$ cat src/rtl/fifo_pkg.sv
// Shared constants and sizing helpers for the fifo_sync family.
package fifo_pkg;

  localparam int unsigned AFULL_TH_DEF  = 6;
  localparam int unsigned AEMPTY_TH_DEF = 1;

  // Occupancy and pointer width: one extra bit to tell full from empty.
  function automatic int unsigned level_w(input int unsigned asize);
    return asize + 32'd1;
  endfunction

  function automatic int unsigned depth(input int unsigned asize);
    return 32'd1 << asize;
  endfunction

endpackage

$ cat src/rtl/fifo_sync_ram.sv
// Simple dual-port storage for fifo_sync: synchronous write, read port
// asynchronous when FWFT != 0, registered (loaded on re) otherwise.
module fifo_sync_ram #(
  parameter int unsigned DSIZE = 8,
  parameter int unsigned ASIZE = 3,
  parameter int unsigned FWFT  = 1
) (
  input  logic             clk,
  input  logic             rst_n,
  input  logic             we,
  input  logic [ASIZE-1:0] waddr,
  input  logic [DSIZE-1:0] wdata,
  input  logic             re,
  input  logic [ASIZE-1:0] raddr,
  output logic [DSIZE-1:0] rdata
);

  localparam int unsigned DEPTH = fifo_pkg::depth(ASIZE);

  logic [DSIZE-1:0] mem [DEPTH];
  logic [DSIZE-1:0] rdata_q;

  always_ff @(posedge clk) begin
    if (we) mem[waddr] <= wdata;
  end

  // Registered read port; holds its value between accepted reads.
  always_ff @(posedge clk) begin
    if (!rst_n)  rdata_q <= '0;
    else if (re) rdata_q <= mem[raddr];
  end

  assign rdata = (FWFT != 0) ? mem[raddr] : rdata_q;

endmodule

$ cat src/rtl/fifo_sync.sv
// Single-clock FIFO with occupancy level and registered threshold flags.
// Optional sticky overflow/underflow flags under macro FIFO_SYNC_ERR_EN.
module fifo_sync
  import fifo_pkg::*;
#(
  parameter int unsigned DSIZE     = 8,
  parameter int unsigned ASIZE     = 3,
  parameter int unsigned FWFT      = 1,
  parameter int unsigned AFULL_TH  = AFULL_TH_DEF,
  parameter int unsigned AEMPTY_TH = AEMPTY_TH_DEF
) (
  input  logic             CLK,
  input  logic             RST_N,
  input  logic [DSIZE-1:0] WDATA,
  input  logic             WINC,
  output logic             WFULL,
  output logic             WAFULL,
  input  logic             RINC,
  output logic [DSIZE-1:0] RDATA,
  output logic             RVALID,
  output logic             REMPTY,
  output logic             RAEMPTY,
  output logic [ASIZE:0]   LEVEL
`ifdef FIFO_SYNC_ERR_EN
  ,
  output logic             OVF,
  output logic             UDF,
  input  logic             ERR_CLR
`endif
);

  localparam int unsigned LW    = level_w(ASIZE);
  localparam int unsigned DEPTH = depth(ASIZE);

  logic [LW-1:0]    wptr;
  logic [LW-1:0]    rptr;
  logic [LW-1:0]    level_nxt;
  logic             wr_ok;
  logic             rd_ok;
  logic [DSIZE-1:0] ram_q;

  // Accept decisions use the registered flags, so full+both reads and empty+both writes.
  always_comb begin
    wr_ok     = WINC && !WFULL;
    rd_ok     = RINC && !REMPTY;
    level_nxt = LEVEL;
    if (wr_ok && !rd_ok)      level_nxt = LEVEL + LW'(1);
    else if (rd_ok && !wr_ok) level_nxt = LEVEL - LW'(1);
  end

  always_ff @(posedge CLK) begin
    if (!RST_N) begin
      wptr    <= '0;
      rptr    <= '0;
      LEVEL   <= '0;
      WFULL   <= 1'b0;
      WAFULL  <= 1'b0;
      REMPTY  <= 1'b1;
      RAEMPTY <= 1'b1;
      RVALID  <= 1'b0;
    end else begin
      wptr    <= wptr + LW'(wr_ok);
      rptr    <= rptr + LW'(rd_ok);
      LEVEL   <= level_nxt;
      WFULL   <= level_nxt == LW'(DEPTH);
      WAFULL  <= level_nxt >= LW'(AFULL_TH);
      REMPTY  <= level_nxt == '0;
      RAEMPTY <= level_nxt <= LW'(AEMPTY_TH);
      RVALID  <= (FWFT != 0) ? (level_nxt != '0) : rd_ok;
    end
  end

  fifo_sync_ram #(
    .DSIZE (DSIZE),
    .ASIZE (ASIZE),
    .FWFT  (FWFT)
  ) u_ram (
    .clk   (CLK),
    .rst_n (RST_N),
    .we    (wr_ok),
    .waddr (wptr[ASIZE-1:0]),
    .wdata (WDATA),
    .re    (rd_ok),
    .raddr (rptr[ASIZE-1:0]),
    .rdata (ram_q)
  );

  // Head entry is only meaningful while non-empty; force zero otherwise.
  assign RDATA = ((FWFT != 0) && REMPTY) ? '0 : ram_q;

`ifdef FIFO_SYNC_ERR_EN
  always_ff @(posedge CLK) begin
    if (!RST_N) begin
      OVF <= 1'b0;
      UDF <= 1'b0;
    end else begin
      if (WINC && WFULL)  OVF <= 1'b1;
      else if (ERR_CLR)   OVF <= 1'b0;
      if (RINC && REMPTY) UDF <= 1'b1;
      else if (ERR_CLR)   UDF <= 1'b0;
    end
  end
`endif

endmodule

$ cat config.mk
export PLATFORM = sky130hd
export DESIGN_NAME = fifo_sync
export DESIGN_NICKNAME = d
export VERILOG_FILES = /design/src/rtl/fifo_pkg.sv /design/src/rtl/fifo_sync_ram.sv /design/src/rtl/fifo_sync.sv
export SDC_FILE = /design/constraint.sdc
export NUM_CORES = 1
export LEC_CHECK = 0
export CORE_MARGIN = 2
export CORE_UTILIZATION = 30
export CTS_CLUSTER_DIAMETER = 100
export DETAILED_ROUTE_END_ITERATION = 6
export PLACE_DENSITY_LB_ADDON = 0.15
export REMOVE_ABC_BUFFERS = 1
export SYNTH_ARGS = -nofsm -noshare
export SYNTH_HDL_FRONTEND = slang
export SYNTH_SLANG_ARGS = --single-unit
$ cat constraint.sdc
create_clock -name CLK -period 4.3 [get_ports CLK]
set_input_delay 0.43 -clock CLK [delete_from_list [all_inputs] [get_ports CLK]]
set_output_delay 0.43 -clock CLK [all_outputs]
set_load 0.03 [all_outputs]
==> summary.txt <==
Routing
  • Vias per inst: 4.52
  • Pre-antenna DRT Iters: 4
  • Drt wl/cell: ~17 um
  • Final wirelength: 6070 um
  • Vias: around 1.6k
  • # DRC: 0
  • Antenna Nets Post-Route: 0
  • Initial DRC count: 81

Placed design
  • GP Congestion: roughly 0.68
  • Post-DP Area: 0.00361 mm2
  • I/O Buffers: 28
  • DP Wirelength: around 3900 um

STA
  • Final setup vio count: 0
  • Min cycle time layout: 3040 ps
  • Worst Tran Pin Value: 945 ps
  • Crit share post-route: 0.707
  • Max-slew violation count: 0
  • Max Fclk: about 330 MHz
  • Worst Skew: 5.52 ps
  • RSZ-0062 raised after global routing: no
  • Final Hold Fails: 0
  • Slew margin rel.: 0.368
  • Fin Setup TNS: 0 ps

Worst setup path
  • CP Class: flop to output port
  • Worst path bufs/invs: 2
  • Data required, critical path: 3870 ps
  • Crit path max-delay family: buffers and inverters
  • Startpoint Class: flop
  • CP arrival: 2610 ps
  • Endpoint class of the critical path: output port
  • Cells along the critical path: buf_4 > mux4_2 > mux2i_1 > nor2_1 > clkdlybuf4s50_1
  • Crit-path max FO: 12
  • Slowest cell on crit path: clkdlybuf4s50_1
  • Max stage delay on crit path: 610 ps

Die
  • Die W: 107 um
  • # IOs: 29
  • Die area: 0.0114 mm2
  • Cell Rows: 37
  • Initial Util: 0.309
  • Die H: 107 um
  • Core ar.: slightly above 0.01 mm2

Pwr
  • Peak VDD IR: around 0.00015 V
  • Total power: 2.01 mW
  • Power density cells: about 530 mW/mm2
  • Lkg Pwr: 1.25 nW

Yosys
  • Synthesis Warnings: 0
  • Cells after Synth: 179
  • Post-synthesis cell type count: 32
  • Number of synthesized register bits: 79
  • Ys async rst share: 0
  • Cell taking the most area after synthesis: edfxtp_1
  • Synth top area cells: edfxtp_1, mux4_2, dfxtp_1
  • Number of synthesized flops with an enable pin: 64
  • Seq/Total Area, Yosys: 0.700
  • Syn Area/Cell: about 18 um2
  • Top-area cell type share of the netlist area: 0.606
  • Main synth FF type: edfxtp_1
  • Mapped Area: 0.00317 mm2

Job
  • Number of max-cap violations: 0

Global routing
  • Largest net degree at the start of global routing: 18
  • Total track usage: 0.119
  • Initial antenna violation count: 0
  • GRT overflow: 0
  • First-pass GRT wire length: just under 10000 um
  • Number of global-route vias before repair: 1642

Run status
  • Run status: finished, final reports clean

Cells and area
  • Antenna Cells: 0
  • Layout cells sized above 1: 0.193
  • Area grow syn2layout: 19.7%
  • Final-stage net count: 232
  • Cell area after layout: 0.00380 mm2

CTS
  • Maximum buffer depth of the clock tree: 2
  • Total number of H-tree levels: 3
  • Hold_buf cts: 0
  • Number of CTS-inserted buffers: 9
  • Post-CTS Setup Inserts: 0
  • Root Buffer: clkbuf_8
  • Clk_lat worst skew: roughly 340 ps
  • Clock transition at the registers of the reported paths: 80 ps
  • Cts repair resizes: 0
  • Sink Count: 79
  • CTS tree: built

Min path
  • HP Class: flop to flop
## final timing paths
| check | from | end | slack, ps | depth (start not counted) |
|---|---|---|---|---|
| worst max-delay path | rptr[0] | RDATA[7] | 1260 | 5 |
| worst min-delay path | LEVEL[2] | WFULL | 640 | 2 |
| worst max register to register | REMPTY | RVALID | 2200 | 5 |
| worst min register to register | LEVEL[2] | WFULL | 640 | 2 |
## cells in the mapped netlist (3+ instances only)
cell and number:
mux2i_1 9, nand2_1 3, edfxtp_1 64, buf_6 3, nor3_1 8, dfxtp_1 15, inv_1 3, buf_2 3
clkbuf_1 3, nor2_1 11, xnor2_1 3, and2_1 8, nand2b_1 4, mux4_2 16, ha_1 6
## through the flow
step,cells,setup WS [ps],utilization,hold slack [ps]
floorplan,169,2120,-,529
global placement,339,1570,0.351,631
detailed placement,339,1580,0.351,639
CTS,354,1190,0.369,649
global route,354,1050,0.369,672
finish,354,1260,0.369,638
## state kept, by name (all words and copies together) (netlist names)
register   cells
RVALID         1
wptr           3
WAFULL         1
REMPTY         1
rptr           3
WFULL          1
LEVEL          4
u_ram.mem     64
RAEMPTY        1
## logic make-up after synthesis
family | count (synthesis) | share of synthesized area
compound gates | 6 | 0.0158
xor+xnor | 5 | 0.0138
fa+ha+maj | 7 | 0.0268
buf+inv | 14 | 0.0248
flops | 79 | 0.700
mux | 25 | 0.142
simple gates | 43 | 0.0765
## cells in the final DEF (no fill, tap or decap)
cell             netlist  layout
nor4_2                 0       1
xnor2_1                3       3
ha_1                   6       6
dfxtp_1               15      15
clkdlybuf4s50_1        0      28
nor2_1                11      11
inv_2                  1       1
edfxtp_1              64      64
nor4_1                 2       1
nand2b_1               4       4
xor2_1                 2       2
a21oi_1                1       1
and2_1                 8       8
o21ai_0                2       2
and3b_1                1       1
and3_1                 1       1
nor2b_4                1       1
bufinv_16              0       1
buf_4                  0       6
nor4b_1                1       1
mux4_2                16      16
a21o_1                 1       1
nand3_1                1       1
o22ai_1                1       1
clkinv_4               0       2
clkbuf_8               0       9
or4_1                  1       1
nand2_1                3       3
clkinv_2               0       3
nor3_1                 8       8
a31oi_4                1       1
maj3_1                 1       1
mux2i_1                9       9
inv_1                  3       3
nor3b_2                1       1
## routing by layer
metal	vias up	track usage	part of all wire
li1	762	-	-
met1	809	0.167	0.48
met2	22	0.176	0.48
met3	8	0.0328	0.029
met4	0	0.0445	0.011
met5	-	0	0
## power breakdown
part	leakage (nW)	internal, mW	switching, mW
sequential	0.704	0.886	0.0703
combinational	0.451	0.250	0.279
clock	0.0988	0.264	0.259
total	1.25	1.40	0.608
## tightest hold or removal path: cells and delay by family, from the launching register on
kind,cells,cell delay (ps)
xor gates and xnor gates,1,180
DFF,1,370
and+or+nand+nor,1,50
## area by class of cell
class | count | area, um2
Clock inverter | 6 | 62.6
Multi-Input combinational cell | 86 | 878
Clock buffer | 9 | 124
Fill cell | 971 | 6480
Timing Repair Buffer | 34 | 325
Inverter | 4 | 15.0
Tap cell | 136 | 170
Sequential cell | 79 | 2220
(Power assumes the default switching activity.)
